### config.mk
export PLATFORM = sky130hd
export DESIGN_NAME = tone_gen_flat
export DESIGN_NICKNAME = d
export VERILOG_FILES = /design/src/rtl/fas_pkg.sv /design/src/rtl/tone_gen_if.sv /design/src/rtl/tone_sin_rom.sv /design/src/rtl/tone_gen.sv /design/src/flat_wrapper.sv
export SDC_FILE = /design/constraint.sdc
export NUM_CORES = 1
export LEC_CHECK = 0
export CAP_MARGIN = 20
export CORE_ASPECT_RATIO = 1.25
export CORE_MARGIN = 2
export CORE_UTILIZATION = 28
export CTS_BUF_LIST = sky130_fd_sc_hd__clkbuf_16
export CTS_CLUSTER_DIAMETER = 150
export DETAILED_ROUTE_END_ITERATION = 16
export PLACE_DENSITY = 0.44
export SYNTH_ARGS = -nofsm -noshare
export SYNTH_HDL_FRONTEND = slang
export SYNTH_HIERARCHICAL = 1
export SYNTH_SLANG_ARGS = --single-unit
### constraint.sdc
create_clock -name clk -period 12.5 [get_ports clk]
set_input_delay 3.75 -clock clk [delete_from_list [all_inputs] [get_ports clk]]
set_output_delay 3.75 -clock clk [all_outputs]
set_load 0.1 [all_outputs]
### src/rtl/fas_pkg.sv
// Shared types and constants for the FAS stimulus path: state encoding, sine table, widths.
// Latency: none (declarations only).
// Backpressure: not applicable.
package fas_pkg;

  localparam int SAMPLE_W  = 16;
  localparam int LUT_FRAC  = 14;
  localparam int PHASE_W   = 4;
  localparam int LUT_DEPTH = 16;

  typedef enum logic [1:0] {
    ST_IDLE,
    ST_RUN,
    ST_GAP,
    ST_DONE
  } tone_state_t;

  // sin(2*pi*m/16) in Q2.14
  localparam logic signed [SAMPLE_W-1:0] SIN_LUT [LUT_DEPTH] = '{
    16'sd0,      16'sd6270,   16'sd11585,  16'sd15137,
    16'sd16384,  16'sd15137,  16'sd11585,  16'sd6270,
    16'sd0,     -16'sd6270,  -16'sd11585, -16'sd15137,
    -16'sd16384, -16'sd15137, -16'sd11585, -16'sd6270
  };

  // Clamp a 32-bit signed value into the signed 16-bit sample range.
  function automatic logic signed [SAMPLE_W-1:0] sat16(input logic signed [31:0] v);
    if (v > 32'sd32767) begin
      return 16'sh7fff;
    end else if (v < -32'sd32768) begin
      return 16'sh8000;
    end else begin
      return v[SAMPLE_W-1:0];
    end
  endfunction

endpackage

### src/rtl/tone_gen_if.sv
// Request/sample bundle between a burst controller and tone_gen.
// Latency: none (wires only).
// Backpressure: none; samples are pushed with a one-cycle qualifier.
interface tone_gen_if;
  import fas_pkg::*;

  logic                       start;
  logic [PHASE_W-1:0]         freq;
  logic signed [SAMPLE_W-1:0] amp;
  logic signed [SAMPLE_W-1:0] data;
  logic                       data_valid;
  logic                       busy;
  logic                       done;

  // Burst requester side
  modport master (
    output start, freq, amp,
    input  data, data_valid, busy, done
  );

  // Tone generator side
  modport slave (
    input  start, freq, amp,
    output data, data_valid, busy, done
  );

endinterface

### src/rtl/tone_sin_rom.sv
// 16-entry Q2.14 sine ROM indexed by a 4-bit phase.
// Latency: combinational.
// Backpressure: not applicable.
module tone_sin_rom
  import fas_pkg::*;
(
  input  logic [PHASE_W-1:0]         phase,
  output logic signed [SAMPLE_W-1:0] value
);

  // Table lookup
  always_comb begin
    value = SIN_LUT[phase];
  end

endmodule

### src/rtl/tone_gen.sv
// Burst sinusoid source at 16-point FFT bin k: FRAMES*16 samples of sat16((a*SIN[k*n mod 16])>>>14).
// Latency: first sample one cycle after accepted start; done one cycle after the last sample.
// Backpressure: none; start is ignored while busy, output paced only by GAP.
module tone_gen
  import fas_pkg::*;
#(
  parameter int FRAMES = 64,
  parameter int GAP    = 0
) (
  input logic       clk,
  input logic       rst,
  tone_gen_if.slave bus
);

  localparam int N_SAMPLES = FRAMES * 16;
  localparam int N_W       = $clog2(N_SAMPLES);
  localparam int GAP_W     = (GAP > 0) ? $clog2(GAP + 1) : 1;
  localparam logic [N_W-1:0]   LAST_N   = N_W'(N_SAMPLES - 1);
  localparam logic [GAP_W-1:0] GAP_LAST = (GAP > 0) ? GAP_W'(GAP - 1) : '0;

  tone_state_t                state_q, state_d;
  logic [PHASE_W-1:0]         k_q, k_d;
  logic signed [SAMPLE_W-1:0] a_q, a_d;
  logic [PHASE_W-1:0]         phase_q, phase_d;
  logic [N_W-1:0]             n_q, n_d;
  logic [GAP_W-1:0]           gap_q, gap_d;
  logic signed [SAMPLE_W-1:0] data_q;
  logic                       valid_q, valid_d;
  logic                       load_d;

  logic signed [SAMPLE_W-1:0] sin_val;
  logic signed [31:0]         a_ext;
  logic signed [31:0]         s_ext;
  logic signed [31:0]         prod;
  logic signed [31:0]         shifted;
  logic signed [SAMPLE_W-1:0] sample_d;

  // The sample is computed from the phase/amplitude the next cycle will use,
  // so that data lands on a flop in the same cycle data_valid is high.
  tone_sin_rom u_rom (
    .phase (phase_d),
    .value (sin_val)
  );

  // Multiply, floor-shift back to sample scale, then clamp
  always_comb begin
    a_ext    = 32'(a_d);
    s_ext    = 32'(sin_val);
    prod     = a_ext * s_ext;
    shifted  = prod >>> LUT_FRAC;
    sample_d = sat16(shifted);
  end

  // Next-state and counter update
  always_comb begin
    state_d = state_q;
    k_d     = k_q;
    a_d     = a_q;
    phase_d = phase_q;
    n_d     = n_q;
    gap_d   = gap_q;
    valid_d = 1'b0;
    load_d  = 1'b0;
    case (state_q)
      ST_IDLE, ST_DONE: begin
        if (bus.start) begin
          k_d     = bus.freq;
          a_d     = bus.amp;
          phase_d = '0;
          n_d     = '0;
          gap_d   = '0;
          state_d = ST_RUN;
          valid_d = 1'b1;
          load_d  = 1'b1;
        end else if (state_q == ST_DONE) begin
          state_d = ST_IDLE;
        end
      end
      ST_RUN: begin
        phase_d = phase_q + k_q;
        n_d     = n_q + 1'b1;
        if (n_q == LAST_N) begin
          state_d = ST_DONE;
          n_d     = '0;
        end else if (GAP > 0) begin
          state_d = ST_GAP;
          gap_d   = '0;
        end else begin
          valid_d = 1'b1;
          load_d  = 1'b1;
        end
      end
      ST_GAP: begin
        if (gap_q == GAP_LAST) begin
          state_d = ST_RUN;
          gap_d   = '0;
          valid_d = 1'b1;
          load_d  = 1'b1;
        end else begin
          gap_d = gap_q + 1'b1;
        end
      end
      default: begin
        state_d = ST_IDLE;
      end
    endcase
  end

  // State, counters and registered sample output; data holds between samples
  always_ff @(posedge clk or posedge rst) begin
    if (rst) begin
      state_q <= ST_IDLE;
      k_q     <= '0;
      a_q     <= '0;
      phase_q <= '0;
      n_q     <= '0;
      gap_q   <= '0;
      data_q  <= '0;
      valid_q <= 1'b0;
    end else begin
      state_q <= state_d;
      k_q     <= k_d;
      a_q     <= a_d;
      phase_q <= phase_d;
      n_q     <= n_d;
      gap_q   <= gap_d;
      valid_q <= valid_d;
      if (load_d) begin
        data_q <= sample_d;
      end
    end
  end

  assign bus.data       = data_q;
  assign bus.data_valid = valid_q;
  assign bus.busy       = (state_q == ST_RUN) || (state_q == ST_GAP);
  assign bus.done       = (state_q == ST_DONE);

endmodule

### src/flat_wrapper.sv
// flat-port wrapper written by rule: the top's interface ports become plain ports
module tone_gen_flat import fas_pkg::*;
#(
  parameter int FRAMES = 64,
  parameter int GAP    = 0
)
  (clk, rst, bus_start, bus_freq, bus_amp, bus_data, bus_data_valid, bus_busy, bus_done);
  tone_gen_if bus_i ();
  input logic clk;
  input logic rst;
  input wire logic [$bits(bus_i.start)-1:0] bus_start;
  input wire logic [$bits(bus_i.freq)-1:0] bus_freq;
  input wire logic [$bits(bus_i.amp)-1:0] bus_amp;
  output wire logic [$bits(bus_i.data)-1:0] bus_data;
  output wire logic [$bits(bus_i.data_valid)-1:0] bus_data_valid;
  output wire logic [$bits(bus_i.busy)-1:0] bus_busy;
  output wire logic [$bits(bus_i.done)-1:0] bus_done;
  assign bus_i.start = bus_start;
  assign bus_i.freq = bus_freq;
  assign bus_i.amp = bus_amp;
  assign bus_data = bus_i.data;
  assign bus_data_valid = bus_i.data_valid;
  assign bus_busy = bus_i.busy;
  assign bus_done = bus_i.done;
  tone_gen #(.FRAMES(FRAMES), .GAP(GAP)) u_core (.clk(clk), .rst(rst), .bus(bus_i));
endmodule
# == After elaboration in Yosys (flattened, before gate mapping) ==
# Memories as Yosys holds them, arrays and structs flattened.
# Index checks and enable logic that the tools add are counted.
# word_totals
ff_bits,54
rom_bits,256
in_bits,23
out_inout_bits,19
elab_cells,57
n_memories,1
# classes
addsub,3
n_mul,1
order_cmp,3
eq_ne,8
muxes,23
bitwise_logic,1
n_reduce_logical,9
# mem_list
name,words,word_bits,read_ports,rd_ports_with_merged_regs,wr,line_no,text
(name not given),16,16,1,0,0,tone_sin_rom.sv:13,value = SIN_LUT[phase];
# op_table
operator,n
two-way mux 16 bit,6
multiplier 16 x 16 -> 32 bit,1
two-way mux 10 bit,2
one-hot mux 10 bit (2 select lines),1
"> comparator 18 x 16 -> 1 bit, second input constant",1
"less-than comparator 18 x 16 -> 1 bit, second input constant",1
"adder 10 x 1 -> 10 bit, second input constant",1
"== test 10 bit, second input constant",1
two-way mux 2 bit,4
one-hot mux 4 bit (2 select lines),1
one-hot mux 2 bit (3 select lines),1
AND reduction 2 bit,3
">= comparator 5 bit, second input constant",1
two-way mux 1 bit,5
inverter 4 -> 5 bit,1
adder 4 bit,1
"== test 2 bit, second input constant",2
two-way mux 4 bit,1
"!= test 2 bit, second input constant",2
nonzero test 2 bit,2
"!= test 3 bit, second input constant",1
one-hot mux 1 bit (3 select lines),1
AND reduction 3 bit,1
"== test 2 x 1 -> 1 bit, second input constant",1
other kinds (6),6

# == Longest topological paths before layout ==
# Gate-level depths: netlist of the first run.
# logic_depth
ltp_word,11
ltp_mapped,35
mapped_depth_nobuf,32

# == Modules after synthesis ==
# Netlist of the first run, hierarchy kept.
# modules_own_cells
mod,n_inst,cells_each,area_each_um2,seq_area_each_um2
tone_gen,1,1293,12203.0,1326.3
tone_sin_rom,1,31,289.0,0.0

# == Worst setup path before layout of the first run ==
# Ideal clock, no wire load.
# synth_path
path_kind,input port to flip-flop
from,input port bus_start
to,register u_core.data_q[3] (netlist: u_core/bus.data[3])
setup_time_ns,0.126
arrival_ns,11.462
required_ns,12.374
slack_ns,0.911
stages,30
n_path_buf,4
path_cell_list,or2b_1 > nand2b_1 > nand2_1 > o31ai_1 > inv_1 > ha_1 > mux4_2 > buf_4 > clkbuf_1 > and2_1 > fa_1 > fa_1 > inv_1 > fa_1 > inv_1 > fa_1 > inv_1 > fa_1 > inv_1 > fa_1 > ha_1 > clkbuf_1 > a21oi_1 > o221a_2 > o21ai_0 > o21ai_2 > xnor2_1 > a22o_4 > buf_6 > a221o_1
# synth_via
elab_chain_len,10
elab_cells_between_ends,15
# synth_rtl
item,line_no,text
"start, declared",flat_wrapper.sv:11,input wire logic [$bits(bus_i.start)-1:0] bus_start;
two-way mux 4 bit (*),tone_gen.sv:66,if (bus.start) begin
one-hot mux 4 bit (2 select lines) (*),tone_gen.sv:64,case (state_q)
named net u_core.phase_d[1],tone_gen.sv:24,"logic [PHASE_W-1:0] phase_q, phase_d;"
inverter 4 -> 5 bit (not written as such) (*),tone_sin_rom.sv:13,
memory (16 x 16 bit) (*),n/a,
two-way mux 16 bit (not written as such) (*) (2 in a row),tone_sin_rom.sv:13,
named net u_core.sin_val[2],tone_gen.sv:31,logic signed [SAMPLE_W-1:0] sin_val;
multiplier 16 x 16 -> 32 bit (*),tone_gen.sv:49,prod = a_ext * s_ext;
less-than comparator 18 x 16 -> 1 bit,fas_pkg.sv:30,end else if (v < -32'sd32768) begin
two-way mux 16 bit,fas_pkg.sv:30,
two-way mux 16 bit (*),fas_pkg.sv:28,if (v > 32'sd32767) begin
"end signal, assigned",tone_gen.sv:129,data_q <= sample_d;
"end, declared",tone_gen.sv:27,logic signed [SAMPLE_W-1:0] data_q;
# The timed path passes the listed nets; every way through them passes the cells marked *. The select of a mux whose other input is x is not followed.
# A chain may end at the register's enable or synchronous reset.

# == Final worst setup path of the first run ==
# layout_path
from,input port bus_start
to,register u_core.data_q[7] (netlist: u_core/bus.data[7])
# Same word-level chain as after synthesis.

==> impl_metrics.ini, run 1 <==
[status]
status = finished, final reports clean

[floorplan]
rows = 86
placeableCoreArea_um2 = 44100
io_pins = 42
die_w_um = 193
initial_core_util = 0.283
dieArea_um2 = 46300
die_y_um = 240

[sta]
worst_slack_ps = 483
min_period_ps = 12020
fmax_mhz = 83.2
fin_skew_ps = 8.30
slew_viol_final = 0
min_period_over_period = 0.961
hold_viol = 0
slew_headroom = 0.338
tightest_slew_ps = 990
grt_setup_unrepaired = no
setup_viol = 0
tns_ps = 0

[synthesis]
synth-seq-cells = 53
synthArstFlopShare = 1.00
synthTopCellsByArea = fa_1, dfrtp_1, inv_1
synth_flop_cell = dfrtp_1
synth_top_area_frac = 0.420
synth_cell_types = 68
synth_area_per_cell_um2 = 9.44
seq_area_frac_synth = 0.106
synth_edf_count = 0
synth_top_area_cell = fa_1
syn_inst = 1324
syn-num-nets = 1700
yosysWarnings = 6
synth_area_um2 = 12500

[routing]
vias_per_cell = 4.49
dr.pass1.iters = 4
drc_errors = 0
wl_um = 32200
wire_per_inst_um = 16.8
vias = 8593
antenna_left = 0
drtIter0Drc = 251

[final_layout]
final_nets = 1717
layout_common_cells = inv_1, fa_1, nand2_1, and2_1, ha_1
post-route-util = 0.311
area_growth_pct = 9.83
diodes = 0
final_cells = 1914
nFillCells = 4672
drive_gt1_frac = 0.0529
layout_commonest_cell = inv_1

[worst_setup_path]
reg2reg_from = u_core/k_q[1]
r2r_slack_ps = 3470
critPathLaunch = bus_start
critPathCaptureType = flop
setup.worst_path.start_class = input pin
crit_arrival_ps = 12210
r2r_cells = 27
critPathMaxFanout = 16
path_class = input pin to flop
reg2reg_to = u_core/bus.data[7]
cp.required_ps = 12690
cp-endpoint = u_core/bus.data[7]

[grt]
antenna_found_initial = 1
overflow = 0
track_usage = 0.149
grt_pass1_vias = 9643
grt_pass1_wl_um = 52700
grt_max_degree = 54

[job]
cap_violations = 0

[clock_network]
cts.clk_slew.worst_paths_ps = 80
root_buffer = clkbuf_16
htreeDepth = 2
clock_sinks = 53
cts-buffers-inserted = 5
cts_buffer_depth = 2
postCtsSetupBuffers = 0
insertion_delay_ps = 310
cts_tree = done
hold_buffers = 0

[placed_design]
finalWeightedCongestion = 0.826
preCtsSetupSlack_ps = 24.6
dp.final_hpwl_um = 26900
dp.cells = 1906
portBuffers = 41

[hold_path]
hold_class = flop to flop
## worst min path at each step
stage | startpoint | endpoint | slack (ps) | cells past startpoint
floorplan | u_core/n_q[1] | u_core/n_q[1] | 480 | 2
global placement | u_core/n_q[1] | u_core/n_q[1] | 490 | 2
detailed placement | u_core/n_q[1] | u_core/n_q[1] | 500 | 2
CTS | u_core/n_q[1] | u_core/n_q[1] | 520 | 2
global route | u_core/bus.data[15] | u_core/bus.data[15] | 550 | 2
finish | u_core/n_q[1] | u_core/n_q[1] | 520 | 2
## stage by stage
stage	hold WS (ps)	instance area (um^2)
2_1_floorplan	476	12500
3_3_place_gp	493	13600
3_5_place_dp	501	13600
4_1_cts	520	13700
5_1_grt	554	13700
6_report	519	13700
## cells by family after synthesis
kind of cell	Yosys count	synth area share
adders and majority gates	353	0.511
buffers and inverters	366	0.114
and+or+nand+nor	384	0.155
AOI/OAI and AO/OA	111	0.0651
xor gates and xnor gates	32	0.0224
DFF	53	0.106
muxes	25	0.0262
## critical path, stage by stage
cell and delay, ps:
clkdlybuf4s50_1 520, or2b_1 290, nand2b_1 140, a22o_1 260, inv_1 130, ha_1 370
mux4_2 670, nand2_1 170, inv_1 70, fa_1 630, fa_1 680, buf_4 200
fa_1 450, fa_1 560, fa_1 430, fa_1 440, ha_1 400, a21oi_1 270
o22ai_1 150, nor4b_2 390, nor2_1 130, o221ai_1 230, and4bb_1 260, a22o_4 290
a221o_1 310
## timing repair
action	CTS	global route
resized for setup	0	1
hold endpoints to repair	0	0
setup endpoints to repair	0	14
## per-layer routing
layer,GRT usage,vias up,wire (um)
met5,0,-,0
met4,0.0227,0,360
met3,0.0105,23,582
met2,0.290,98,18300
met1,0.179,4445,13000
li1,-,4027,-
## registers in the layout, summed over array words and instances (netlist names)
name and cells:
u_core/k_q 4, u_core/bus.data 16, u_core/state_q 2, u_core/n_q 10, u_core/bus.data_valid 1, u_core/a_q 16, u_core/phase_q 4
## cell usage after synthesis, types with 3 or more instances
cell / count
buf_4: 4
and2_1: 127
nor2_1: 34
dfrtp_1: 53
inv_1: 314
a21boi_0: 3
or3_1: 4
a221o_1: 14
or2_2: 4
a21oi_1: 25
a21o_1: 6
mux2_2: 19
ha_1: 91
xor2_1: 13
xnor2_1: 19
fa_1: 262
nand2_1: 154
clkbuf_1: 42
o31ai_1: 3
mux4_2: 3
nand4_1: 11
nor3_1: 13
o21ai_0: 21
o21ai_2: 3
buf_6: 4
o21a_1: 4
nand3_1: 17
## layout make-up
class | count | area, um^2 | share of cell area
flip-flops and latches | 53 | 1330 | 0.0967
well taps | 572 | 716 | 0.0522
multi-input cells | 905 | 9750 | 0.710
clock buffers | 5 | 125 | 0.00912
clock inverters | 3 | 47.5 | 0.00347
inverters | 314 | 1180 | 0.0859
repair buffers | 62 | 581 | 0.0423
Power of run 1 is not shown: default switching activity piles up to over one toggle a cycle in this logic, so the estimate is an artifact.
==> run 2: changes to the inputs <==
--- a/config.mk
+++ b/config.mk
@@ -13,6 +13,7 @@
 export CTS_CLUSTER_DIAMETER = 150
 export DETAILED_ROUTE_END_ITERATION = 16
 export PLACE_DENSITY = 0.44
+export SKIP_CTS_REPAIR_TIMING = 1
 export SYNTH_ARGS = -nofsm -noshare
 export SYNTH_HDL_FRONTEND = slang
 export SYNTH_HIERARCHICAL = 1
==> results of run 2 <==
Same layout as run 1: the final DEF is identical, and so are final timing and power.
Power of run 2 is left out for the same reason.
==> run 3: changes to the inputs <==
--- a/config.mk
+++ b/config.mk
@@ -6,7 +6,7 @@
 export NUM_CORES = 1
 export LEC_CHECK = 0
 export CAP_MARGIN = 20
-export CORE_ASPECT_RATIO = 1.25
+export CORE_ASPECT_RATIO = 0.7
 export CORE_MARGIN = 2
 export CORE_UTILIZATION = 28
 export CTS_BUF_LIST = sky130_fd_sc_hd__clkbuf_16
==> run 3 against run 2 <==
Compared with the run above: worst setup slack improved by 86 ps; final cell count increased by 1.6%; worst hold slack worse by 12 ps; largest cell class unchanged; via count increased by 0.88%; critical path depth stayed put; design area up 0.65%; clock skew shrank 1.4 ps; count of clock-buffer cells in the layout unchanged; fmax grew 0.72%.
==> impl_metrics.ini, run 3 (synthesized netlist as in run 1, its figures left out) <==
[status]
status = finished, final reports clean

[clock_network]
insertion_delay_ps = 320
cts_tree = done
clock_sinks = 53
cts_buffer_depth = 2
htreeDepth = 2
cts-buffers-inserted = 5
cts.clk_slew.worst_paths_ps = 80
root_buffer = clkbuf_16

[sta]
min_period_ps = 11930
fin_skew_ps = 6.86
slew_viol_final = 0
tightest_slew_ps = 1070
hold_viol = 0
grt_setup_unrepaired = no
min_period_over_period = 0.954
tns_ps = 0
slew_headroom = 0.288
setup_viol = 0
fmax_mhz = 83.8

[worst_setup_path]
setup.worst_path.start_class = input pin
critPathMaxFanout = 15
crit_buf_inv = 4
cp_common_cell = fa_1
path_delay_family = adder cells
max_stage_delay_ps = 710
path_class = input pin to flop
crit_slowest_cell = fa_1
critPathCaptureType = flop
cp.required_ps = 12710
crit_arrival_ps = 12140

[final_layout]
final_nets = 1726
regArea_um2 = 1330
area_growth_pct = 10.5
final_cells = 1945
layout_common_cells = inv_1, fa_1, nand2_1, and2_1, ha_1
drive_gt1_frac = 0.0585
nFillCells = 4648
layout_commonest_cell = inv_1
multi_input_area_um2 = 9770
diodes = 0

[routing]
vias_per_cell = 4.46
drc_errors = 0
antenna_left = 0
wire_per_inst_um = 16.3
dr.pass1.iters = 4
drtIter0Drc = 432
wl_um = 31700
vias = 8669

[placed_design]
dp.cells = 1936
dp.final_hpwl_um = 26000
portBuffers = 41
finalWeightedCongestion = 0.820

[hold_path]
hold_class = flop to flop

[grt]
grt_pass1_vias = 9153
overflow = 0
track_usage = 0.144
antenna_found_initial = 0
grt_pass1_wl_um = 52000
grt_max_degree = 54

[floorplan]
placeableCoreArea_um2 = 43900
die_w_um = 256
die_y_um = 181
dieArea_um2 = 46300
io_pins = 42
initial_core_util = 0.285
rows = 64

[job]
cap_violations = 0
==> run 3: final cells by class <==
class | instances | area share
clock buffer | 5 | 0.00906
clock inverter | 3 | 0.00245
inverter | 314 | 0.0854
multi-input combinational | 906 | 0.708
sequential | 53 | 0.0960
tap | 594 | 0.0538
timing repair buffer | 70 | 0.0455
==> run 3: path summary, 6_finish.rpt <==
kind,slack [ps],startpoint,end,depth (start not counted)
max reg2reg,3500,u_core/k_q[1],u_core/bus.data[1],28
max in group asynchronous,8020,rst,u_core/a_q[3],3
min in group asynchronous,3940,rst,u_core/bus.data[12],3
min reg2reg,510,u_core/bus.data[15],u_core/bus.data[15],2
min,510,u_core/bus.data[15],u_core/bus.data[15],2
max,570,bus_start,u_core/bus.data[1],25
==> run 3: stage by stage <==
stage	cell area, um^2	util	hold slack (ps)	setup slack, ps
5_1_grt	13800	0.315	540	43.8
6_report	13800	0.315	506	569
4_1_cts	13800	0.314	513	471
3_3_place_gp	13600	0.311	475	209
3_5_place_dp	13600	0.311	491	103
2_1_floorplan	12500	-	476	911
==> run 3: tightest hold or removal path: cells and delay by family, from the launching register on <==
kind | cells | cell delay [ps]
flip-flops | 1 | 350
AND/OR/NAND/NOR | 1 | 50
AO/OA/AOI/OAI | 1 | 70
==> run 3: per-layer routing <==
layer,GRT usage,wire (um),vias up
met5,0,0,-
met4,0.0270,426,0
met3,0.0175,1010,23
met2,0.227,14900,121
met1,0.212,15300,4470
li1,-,-,4055
Power of run 3 is left out for the same reason.
